--- src/rtl/ddr3_uart_bridge_if.sv ---
// Wishbone request/response bundle between the UART bridge (master) and the
// DDR3 controller main slave port.
interface ddr3_uart_bridge_if #(
    parameter int WB_ADDR_BITS = 24,
    parameter int WB_DATA_BITS = 128,
    parameter int AUX_WIDTH    = 4
);
    logic                      o_wb_cyc;
    logic                      o_wb_stb;
    logic                      o_wb_we;
    logic [WB_ADDR_BITS-1:0]   o_wb_addr;
    logic [WB_DATA_BITS-1:0]   o_wb_data;
    logic [WB_DATA_BITS/8-1:0] o_wb_sel;
    logic [AUX_WIDTH-1:0]      o_aux;
    logic                      i_wb_stall;
    logic                      i_wb_ack;
    logic [WB_DATA_BITS-1:0]   i_wb_data;
    logic [AUX_WIDTH-1:0]      i_aux;

    modport master (
        output o_wb_cyc, o_wb_stb, o_wb_we, o_wb_addr, o_wb_data, o_wb_sel, o_aux,
        input  i_wb_stall, i_wb_ack, i_wb_data, i_aux
    );

    modport slave (
        input  o_wb_cyc, o_wb_stb, o_wb_we, o_wb_addr, o_wb_data, o_wb_sel, o_aux,
        output i_wb_stall, i_wb_ack, i_wb_data, i_aux
    );
endinterface

--- src/rtl/ddr3_uart_bridge.sv ---
// UART byte -> pipelined Wishbone master for the DDR3 board demos, with a
// response FIFO paced out to the UART transmitter. Optional: BRIDGE_WRITE_ECHO_EN.
//
// state    | meaning
// WAIT_CAL | DDR3 not calibrated; everything held cleared, rx bytes dropped
// IDLE     | no request on the bus (stb low)
// REQ      | request registered on the bus (stb high), waiting for stall=0
module ddr3_uart_bridge #(
    parameter int WB_ADDR_BITS = 24,
    parameter int WB_DATA_BITS = 128,
    parameter int AUX_WIDTH    = 4,
    parameter int RESP_DEPTH   = 8
) (
    input  logic                i_clk,
    input  logic                i_rst,
    input  logic                i_calib_done,
    input  logic                i_rx_valid,
    input  logic [7:0]          i_rx_data,
    ddr3_uart_bridge_if.master  wb,
    output logic                o_tx_en,
    output logic [7:0]          o_tx_data,
    input  logic                i_tx_busy,
    output logic                o_overflow,
    output logic                o_busy
);
    localparam int SEL_BITS = WB_DATA_BITS / 8;
    localparam int PTR_W    = $clog2(RESP_DEPTH);
    localparam int CNT_W    = PTR_W + 1;
    localparam int TOT_W    = 16;
    localparam int SUM_W    = TOT_W + 1;

    localparam logic [1:0] S_WAIT_CAL = 2'd0;
    localparam logic [1:0] S_IDLE     = 2'd1;
    localparam logic [1:0] S_REQ      = 2'd2;

    logic [1:0]              state;
    logic                    hold_valid;
    logic [7:0]              hold_byte;
    logic                    req_we;
    logic [WB_ADDR_BITS-1:0] req_addr;
    logic [WB_DATA_BITS-1:0] req_data;
    logic [SEL_BITS-1:0]     req_sel;
    logic [CNT_W-1:0]        out_rd;
    logic [TOT_W-1:0]        out_all;
    logic [7:0]              fifo_mem [RESP_DEPTH];
    logic [PTR_W-1:0]        wr_ptr;
    logic [PTR_W-1:0]        rd_ptr;
    logic [CNT_W-1:0]        fifo_cnt;
    logic                    tx_en_q;
    logic [7:0]              tx_data_q;
    logic                    overflow_q;

    logic             stb;
    logic             accept;
    logic             slot_free;
    logic             active;
    logic             is_wr;
    logic             is_rd;
    logic [7:0]       rd_alias;
    logic [7:0]       cmd_addr8;
    logic [SUM_W-1:0] credit_used;
    logic             credit_ok;
    logic             wr_ok;
    logic             load_req;
    logic             discard;
    logic             rd_inc;
    logic             rd_dec;
    logic             all_dec;
    logic             push;
    logic             push_ok;
    logic [7:0]       push_byte;
    logic             pop;
    logic [AUX_WIDTH-1:0] aux_out;
    logic             unused_ok;

    assign stb       = (state == S_REQ);
    assign accept    = stb & ~wb.i_wb_stall;
    assign slot_free = ~stb | accept;
    assign active    = (state != S_WAIT_CAL);

    assign is_wr     = (hold_byte >= 8'h61) && (hold_byte <= 8'h7A);
    assign is_rd     = (hold_byte >= 8'h41) && (hold_byte <= 8'h5A);
    assign rd_alias  = hold_byte + 8'd32;
    assign cmd_addr8 = is_wr ? ~hold_byte : ~rd_alias;

    // A request already on the bus counts against credit so a back-to-back
    // load can never promise more responses than the FIFO can hold.
`ifdef BRIDGE_WRITE_ECHO_EN
    assign credit_used = SUM_W'(out_all) + SUM_W'(fifo_cnt) + SUM_W'(stb);
    assign wr_ok       = credit_ok;
`else
    assign credit_used = SUM_W'(out_rd) + SUM_W'(fifo_cnt) + SUM_W'(stb & ~req_we);
    assign wr_ok       = 1'b1;
`endif
    assign credit_ok = credit_used < SUM_W'(RESP_DEPTH);

    assign load_req = active & hold_valid & slot_free & (is_wr ? wr_ok : (is_rd & credit_ok));
    assign discard  = active & hold_valid & ~is_wr & ~is_rd;

    assign rd_inc  = accept & ~req_we;
    assign rd_dec  = wb.i_wb_ack & ~wb.i_aux[0] & (out_rd != '0);
    assign all_dec = wb.i_wb_ack & (out_all != '0);

`ifdef BRIDGE_WRITE_ECHO_EN
    assign push = rd_dec | (all_dec & wb.i_aux[0]);
`else
    assign push = rd_dec;
`endif
    assign push_byte = rd_dec ? wb.i_wb_data[7:0] : 8'h21;
    assign push_ok   = push & (fifo_cnt != CNT_W'(RESP_DEPTH));
    assign pop       = (fifo_cnt != '0) & ~i_tx_busy & ~tx_en_q;

    always_comb begin
        aux_out    = '0;
        aux_out[0] = req_we;
    end

    assign unused_ok = ^{wb.i_wb_data, wb.i_aux};

    always_ff @(posedge i_clk) begin
        if (i_rst) begin
            state      <= S_WAIT_CAL;
            hold_valid <= 1'b0;
            hold_byte  <= '0;
            req_we     <= 1'b0;
            req_addr   <= '0;
            req_data   <= '0;
            req_sel    <= '0;
            out_rd     <= '0;
            out_all    <= '0;
            wr_ptr     <= '0;
            rd_ptr     <= '0;
            fifo_cnt   <= '0;
            tx_en_q    <= 1'b0;
            tx_data_q  <= '0;
            overflow_q <= 1'b0;
        end else if (!i_calib_done) begin
            // Calibration loss abandons everything in flight; late acks are ignored.
            state      <= S_WAIT_CAL;
            hold_valid <= 1'b0;
            out_rd     <= '0;
            out_all    <= '0;
            wr_ptr     <= '0;
            rd_ptr     <= '0;
            fifo_cnt   <= '0;
            tx_en_q    <= 1'b0;
            if (i_rx_valid) overflow_q <= 1'b1;
        end else begin
            case (state)
                S_WAIT_CAL: state <= S_IDLE;
                default: begin
                    if (load_req)    state <= S_REQ;
                    else if (accept) state <= S_IDLE;
                end
            endcase

            if (load_req || discard) hold_valid <= 1'b0;
            if (i_rx_valid) begin
                if (!active || hold_valid) begin
                    overflow_q <= 1'b1;
                end else begin
                    hold_valid <= 1'b1;
                    hold_byte  <= i_rx_data;
                end
            end

            if (load_req) begin
                req_we   <= is_wr;
                req_addr <= WB_ADDR_BITS'(cmd_addr8);
                req_data <= is_wr ? {SEL_BITS{hold_byte}} : '0;
                req_sel  <= '1;
            end

            case ({rd_inc, rd_dec})
                2'b10:   out_rd <= out_rd + CNT_W'(1);
                2'b01:   out_rd <= out_rd - CNT_W'(1);
                default: ;
            endcase

            case ({accept, all_dec})
                2'b10:   out_all <= out_all + TOT_W'(1);
                2'b01:   out_all <= out_all - TOT_W'(1);
                default: ;
            endcase

            if (push_ok) wr_ptr <= wr_ptr + PTR_W'(1);
            if (pop)     rd_ptr <= rd_ptr + PTR_W'(1);
            case ({push_ok, pop})
                2'b10:   fifo_cnt <= fifo_cnt + CNT_W'(1);
                2'b01:   fifo_cnt <= fifo_cnt - CNT_W'(1);
                default: ;
            endcase

            tx_en_q <= pop;
            if (pop) tx_data_q <= fifo_mem[rd_ptr];
        end
    end

    always_ff @(posedge i_clk) begin
        if (!i_rst && i_calib_done && push_ok) fifo_mem[wr_ptr] <= push_byte;
    end

    assign wb.o_wb_stb  = stb;
    assign wb.o_wb_cyc  = stb | (out_all != '0);
    assign wb.o_wb_we   = req_we;
    assign wb.o_wb_addr = req_addr;
    assign wb.o_wb_data = req_data;
    assign wb.o_wb_sel  = req_sel;
    assign wb.o_aux     = aux_out;

    assign o_tx_en    = tx_en_q;
    assign o_tx_data  = tx_data_q;
    assign o_overflow = overflow_q;
    assign o_busy     = hold_valid | stb | (out_all != '0) | (fifo_cnt != '0);
endmodule

--- src/flat_wrapper.sv ---
// flat-port wrapper written by rule: the top's interface ports become plain ports
module ddr3_uart_bridge_flat 
#(
    parameter int WB_ADDR_BITS = 24,
    parameter int WB_DATA_BITS = 128,
    parameter int AUX_WIDTH    = 4,
    parameter int RESP_DEPTH   = 8
)
  (i_clk, i_rst, i_calib_done, i_rx_valid, i_rx_data, o_tx_en, o_tx_data, i_tx_busy, o_overflow, o_busy, wb_o_wb_cyc, wb_o_wb_stb, wb_o_wb_we, wb_o_wb_addr, wb_o_wb_data, wb_o_wb_sel, wb_o_aux, wb_i_wb_stall, wb_i_wb_ack, wb_i_wb_data, wb_i_aux);
  ddr3_uart_bridge_if #(.WB_ADDR_BITS(WB_ADDR_BITS), .WB_DATA_BITS(WB_DATA_BITS), .AUX_WIDTH(AUX_WIDTH)) wb_i ();
  input  logic i_clk;
  input  logic i_rst;
  input  logic i_calib_done;
  input  logic i_rx_valid;
  input  logic [7:0] i_rx_data;
  output logic o_tx_en;
  output logic [7:0] o_tx_data;
  input  logic i_tx_busy;
  output logic o_overflow;
  output logic o_busy;
  output wire logic [$bits(wb_i.o_wb_cyc)-1:0] wb_o_wb_cyc;
  output wire logic [$bits(wb_i.o_wb_stb)-1:0] wb_o_wb_stb;
  output wire logic [$bits(wb_i.o_wb_we)-1:0] wb_o_wb_we;
  output wire logic [$bits(wb_i.o_wb_addr)-1:0] wb_o_wb_addr;
  output wire logic [$bits(wb_i.o_wb_data)-1:0] wb_o_wb_data;
  output wire logic [$bits(wb_i.o_wb_sel)-1:0] wb_o_wb_sel;
  output wire logic [$bits(wb_i.o_aux)-1:0] wb_o_aux;
  input wire logic [$bits(wb_i.i_wb_stall)-1:0] wb_i_wb_stall;
  input wire logic [$bits(wb_i.i_wb_ack)-1:0] wb_i_wb_ack;
  input wire logic [$bits(wb_i.i_wb_data)-1:0] wb_i_wb_data;
  input wire logic [$bits(wb_i.i_aux)-1:0] wb_i_aux;
  assign wb_o_wb_cyc = wb_i.o_wb_cyc;
  assign wb_o_wb_stb = wb_i.o_wb_stb;
  assign wb_o_wb_we = wb_i.o_wb_we;
  assign wb_o_wb_addr = wb_i.o_wb_addr;
  assign wb_o_wb_data = wb_i.o_wb_data;
  assign wb_o_wb_sel = wb_i.o_wb_sel;
  assign wb_o_aux = wb_i.o_aux;
  assign wb_i.i_wb_stall = wb_i_wb_stall;
  assign wb_i.i_wb_ack = wb_i_wb_ack;
  assign wb_i.i_wb_data = wb_i_wb_data;
  assign wb_i.i_aux = wb_i_aux;
  ddr3_uart_bridge #(.WB_ADDR_BITS(WB_ADDR_BITS), .WB_DATA_BITS(WB_DATA_BITS), .AUX_WIDTH(AUX_WIDTH), .RESP_DEPTH(RESP_DEPTH)) u_core (.i_clk(i_clk), .i_rst(i_rst), .i_calib_done(i_calib_done), .i_rx_valid(i_rx_valid), .i_rx_data(i_rx_data), .wb(wb_i), .o_tx_en(o_tx_en), .o_tx_data(o_tx_data), .i_tx_busy(i_tx_busy), .o_overflow(o_overflow), .o_busy(o_busy));
endmodule
--- config.mk ---
export PLATFORM = sky130hd
export DESIGN_NAME = ddr3_uart_bridge_flat
export DESIGN_NICKNAME = d
export VERILOG_FILES = /design/src/rtl/ddr3_uart_bridge_if.sv /design/src/rtl/ddr3_uart_bridge.sv /design/src/flat_wrapper.sv
export SDC_FILE = /design/constraint.sdc
export NUM_CORES = 1
export LEC_CHECK = 0
export CAP_MARGIN = 20
export CORE_ASPECT_RATIO = 0.6
export CORE_MARGIN = 10
export CORE_UTILIZATION = 39
export CTS_BUF_LIST = sky130_fd_sc_hd__clkbuf_4
export DETAILED_ROUTE_END_ITERATION = 8
export PLACE_DENSITY = 0.86
export REMOVE_ABC_BUFFERS = 1
export SETUP_SLACK_MARGIN = 0.5
export SLEW_MARGIN = 5
export SYNTH_ARGS = -nofsm -noshare
export SYNTH_HDL_FRONTEND = slang
export SYNTH_SLANG_ARGS = --single-unit
--- constraint.sdc ---
create_clock -name i_clk -period 5.45 [get_ports i_clk]
set_input_delay 1.09 -clock i_clk [delete_from_list [all_inputs] [get_ports i_clk]]
set_output_delay 1.09 -clock i_clk [all_outputs]
set_load 0.05 [all_outputs]
# == Word level (Yosys, flattened, before mapping) ==
# Memories as Yosys holds them, arrays and structs flattened. A register that Yosys moved wholly into a read port is not among the register bits.
# Index checks and enable logic that the tools add are counted.
# totals
ff_bits,181
latchBits,0
ram_bits,64
romBits,0
inputBits,147
output_inout_bits,186
word_cells,117
mem_count,1
# mem_list
name,words,width,rd,rd_clocked_by_memory_dff,write_ports,line,rtl
u_core.fifo_mem,8,8,1,1,1,ddr3_uart_bridge.sv:45,logic [7:0] fifo_mem [RESP_DEPTH];
# classes
add_sub_neg,11
multipliers,0
div_mod_pow,0
magnitude_cmp,5
eq_ne,9
n_shift,0
mux,19
bitwise_logic,33
n_reduce_logical,24
# op_table
op,n
2-to-1 mux 128 bit,1
case mux 16 bit (2 select lines),1
adder 17 bit,1
AND 1 x 17 -> 17 bit,1
less-than comparator 17 x 4 -> 1 bit (second input constant),1
NOT 1 -> 17 bit,1
adder 16 x 1 -> 16 bit (second input constant),1
greater-or-equal comparator 8 x 7 -> 1 bit (second input constant),2
<= comparator 8 x 7 -> 1 bit (second input constant),2
2-to-1 mux 8 bit,2
NOT 8 bit,2
case mux 4 bit (2 select lines),2
nonzero test 16 bit,1
subtractor 16 x 1 -> 16 bit (second input constant),1
AND 1 bit,14
2-to-1 mux 1 bit,11
NOT 1 bit,10
nonzero test 2 bit,5
adder 4 x 1 -> 4 bit (second input constant),2
adder 8 x 6 -> 8 bit (second input constant),1
== test 2 bit (second input constant),4
nonzero test 4 bit,2
subtractor 4 x 1 -> 4 bit (second input constant),2
adder 3 x 1 -> 3 bit (second input constant),2
other kinds (15),29

# == Longest topological paths before layout ==
# logic_depth
word_depth,11
depth_mapped,18
ltp_nobuf,14

# == Worst setup path after synthesis ==
# No wires, ideal clock.
# synth_path
kind,reg2reg
startpoint,register u_core.out_all[10]
endpoint,register u_core.out_all[8]
setup_ps,128
arrival_ps,3674
required_ps,5322
path_slack_ps,1648
path_stages_with_launch,19
n_path_buf,4
period_less_slack_ps,3802
path_cell_list,dfxtp_1 > clkbuf_8 > nor4_1 > nand4_1 > nor4_1 > nor2b_1 > ha_1 > buf_6 > buf_12 > buf_2 > xor2_1 > ha_1 > o21a_1 > o211ai_1 > o211ai_2 > or4_1 > a31oi_1 > xnor2_1 > nor2_1
# synth_via
elab_chain_cells,4
elab_cells_between_ends,6
classes_between,eq/ne (2); mux (1); bitwise (1); reduce/logical (2)
# synth_rtl
item,line,rtl
"start, declared",ddr3_uart_bridge.sv:44,logic [TOT_W-1:0] out_all;
"start signal, assigned",ddr3_uart_bridge.sv:181,2'b10: out_all <= out_all + TOT_W'(1);
"start signal, assigned",ddr3_uart_bridge.sv:182,2'b01: out_all <= out_all - TOT_W'(1);
nonzero test 16 bit *,ddr3_uart_bridge.sv:102,assign all_dec = wb.i_wb_ack & (out_all != '0);
AND 1 bit *,ddr3_uart_bridge.sv:102,
== test 2 x 1 -> 1 bit / == test 2 bit (equally long branches),ddr3_uart_bridge.sv:180,"case ({accept, all_dec})"
case mux 16 bit (2 select lines) / nonzero test 2 bit (equally long branches),n/a,
# Mark *: on every way between the ends. The rest lies on a longest branch, timed or not.
# A chain may end at the register's enable or synchronous reset.

# == Worst setup path in the final report ==
# layout_path
startpoint,register u_core.out_all[10]
endpoint,register u_core.out_all[15]
# layout_via
elab_chain_cells,4
elab_cells_between_ends,8
classes_between,add/sub (2); eq/ne (2); mux (1); bitwise (1); reduce/logical (2)
# layout_rtl
item
branches (longest 4 deep; another with subtractor 16 x 1 -> 16 bit)
# Parallel ways; which one is timed is not known.

==> impl_metrics.ini <==
[route]
drtIter0Drc = 387
vias_per_cell = 4.99
drc = 0
dr.pass1.iters = 5
routedWlPerCell_um = 18.2
num_vias = 5381
wl_um = 19600
final_antenna_net_count = 0

[final_layout]
area_delta_synth_final_pct = 15.6
drive_gt1_share_pct = 9.16
finalNetCount = 965
postLayoutCoreUtil_pct = 46.6

[clocking]
cts_resized = 0
cts_buffers = 17
htree_num_levels = 4
clock_sinks = 133
cts_tree = done
ctsRootBufferMaster = clkbuf_4
clkTransAtPathRegs_ns = 0.14
insertion_delay_ns = 0.54
ctsHoldBuffers = 0
clk_path_buf_depth = 2
cts_setup_buffers = 0

[global_route]
antenna_found_initial = 4
use_met1_pct = 18.3
met2_usage_pct = 23.7
grt.busiest_layer = met2
overflow = 0
grt_pass1_vias = 5265
grt_pass1_wl_um = 30400
grt_max_degree = 33
grt_usage_pct = 14.4
use_met3_pct = 4.26

[timing]
hold_ws_ns = 0.490
clock_skew_ns = 0.0276
setup_viol = 0
period_share_pct = 77.9
worstMarginPinSlew_ns = 0.857
rsz0062_at_grt = no
report.final.slew_viol_count = 0
final-hold-violation-count = 0
finalWorstSetupSlack_ns = 1.20
fmax_ghz = 0.236
relSlewSlack_pct = 42.6
fin_crit_ns = 4.25

[place]
pre_cts_slack_ns = 1.05
dp_hpwl_um = 14900
io_buffers = 190
gp_congestion = 0.875

[floorplan]
fp-row-count = 39
initial_core_util_pct = 40.3
dieArea_sq_um = 26300
die_y_um = 130
die_x_um = 203
coreArea_sq_um = 19400
io-pin-count = 333

[power_and_ir_drop]
powerDensity_nw_per_um2 = 200
p_leak_nw = 3.15
irDropWorstVdd_v = 0.000130
totalPowerFinal_mw = 1.80

[critical_path]
reg2reg_slack_ns = 1.20
critPathArrivalTime_ns = 4.70
endpoint_kind = flop
path_max_fanout = 15
path_class = reg -> reg
cp.required_ns = 5.90
start_kind = flop

[yosys]
avgSynthCellArea_sq_um = 10.4
synthCells = 753
yosysUniqueCellTypes = 81
ys_ff_latch = 133
synth_warnings = 0
yosysTopAreaCell = edfxtp_1
synth_top_area_share_pct = 24.6
ys_top_cells_by_area = edfxtp_1 25%, dfxtp_1 18%, buf_4 15%, mux4_2 4.6%, mux2i_1 4.0%
synth-seq-area-share_pct = 42.3
synth_area_sq_um = 7810
synth-main-ff-cell = dfxtp_1
synth_edf_count = 64
async_flop_share_pct = 0

[outcome]
status = finished clean

[hold_path]
min_path_type = reg -> reg

[run]
max_cap_viol_count = 0
==> kinds of logic (layout without fill, tap and decap cells) <==
family	Yosys count	after routing	share of synthesized area [%]
compound gates	120	120	10.3
xor+xnor	21	21	2.35
fa+ha+maj	23	23	3.97
buf+inv	218	255	19.7
flops	133	133	42.3
mux	48	48	8.73
other cells	1	23	0.0480
simple gates	189	189	12.6
==> critical path, cell delays in order (launching register included) <==
cell	delay, ns
dfxtp_1	0.42
nor4_1	0.52
nand4_1	0.19
nor4_1	0.44
nor2b_1	0.14
ha_1	0.42
ha_1	0.34
nor2b_1	0.15
o21ai_1	0.22
o2111ai_4	0.22
a41oi_1	0.32
o22ai_1	0.18
or4_1	0.48
o211ai_1	0.10
==> routing by layer <==
layer | up-vias | routed length, um | share of wire (%)
li1 | 2580 | - | -
met1 | 2570 | 8540 | 44
met2 | 216 | 9220 | 47
met3 | 15 | 1680 | 8.6
met4 | 0 | 174 | 0.89
met5 | - | 0 | 0
==> worst paths after layout <==
kind                                          endpoint              startpoint  depth (start not counted)
worst max-delay path                u_core.out_all[15]      u_core.out_all[10]                         13
worst min-delay path            u_core.wb.o_wb_addr[6]  u_core.wb.o_wb_addr[6]                          2
worst max register to register      u_core.out_all[15]      u_core.out_all[10]                         13
worst min register to register  u_core.wb.o_wb_addr[6]  u_core.wb.o_wb_addr[6]                          2
==> per-stage QoR <==
step                      instance area [sq um]  cells  TNS [ns]
after floorplan                            6440    579   -160.64
after global placement                     8730   1042         0
after detailed placement                   8730   1042         0
after CTS                                  9020   1074         0
after global routing                       9020   1075         0
final                                      9030   1078         0
==> area by class of cell <==
type | instances | area, sq um
inverter | 26 | 97.6
tap | 266 | 333
clock buffer | 17 | 128
fill | 1764 | 10300
multi-input combinational | 420 | 3040
timing repair buffer | 197 | 1950
sequential | 133 | 3300
clock inverter | 15 | 165
antenna | 4 | 10.0
==> synthesized netlist by cell type (6+ instances only) <==
| master | number |
|---|---|
| nor2b_1 | 7 |
| buf_4 | 157 |
| mux4_2 | 16 |
| nand2_1 | 17 |
| nand2b_1 | 8 |
| nor2_1 | 71 |
| clkbuf_8 | 7 |
| ha_1 | 20 |
| o21ai_0 | 25 |
| mux2i_1 | 31 |
| a211oi_1 | 10 |
| and2_1 | 7 |
| nand3_1 | 16 |
| xnor2_1 | 12 |
| clkbuf_1 | 13 |
| or3_1 | 9 |
| a21oi_1 | 34 |
| inv_1 | 25 |
| edfxtp_1 | 64 |
| nor4_1 | 8 |
| dfxtp_1 | 69 |
| nor3_1 | 11 |
| o21ai_1 | 6 |
| xor2_1 | 9 |
==> cell usage in the layout (no fill, tap or decap), types with 19 or more instances in the layout <==
master,netlist,routed
conb_1,1,19
clkdlybuf4s50_1,0,190
edfxtp_1,64,64
mux2i_1,31,31
a21oi_1,34,34
o21ai_0,25,25
nor2_1,71,71
inv_1,25,25
ha_1,20,20
dfxtp_1,69,69
==> flip-flops by register name (all words and copies together), names as in the netlist, 4 cells and up <==
| name | cells |
|---|---|
| u_core.fifo_mem | 64 |
| u_core.fifo_cnt | 4 |
| u_core.wb.o_wb_addr | 8 |
| u_core.out_rd | 4 |
| u_core.hold_byte | 8 |
| u_core.wb.o_wb_data | 8 |
| u_core.out_all | 16 |
| u_core.o_tx_data | 8 |
==> report_power, final <==
group / leakage [nW] / internal (mW) / switching, mW
registers: 1.25 / 1.04 / 0.00322
clock network: 0.157 / 0.283 / 0.403
logic: 1.75 / 0.0223 / 0.0510
Note: power is estimated with default switching activity, not from simulation.
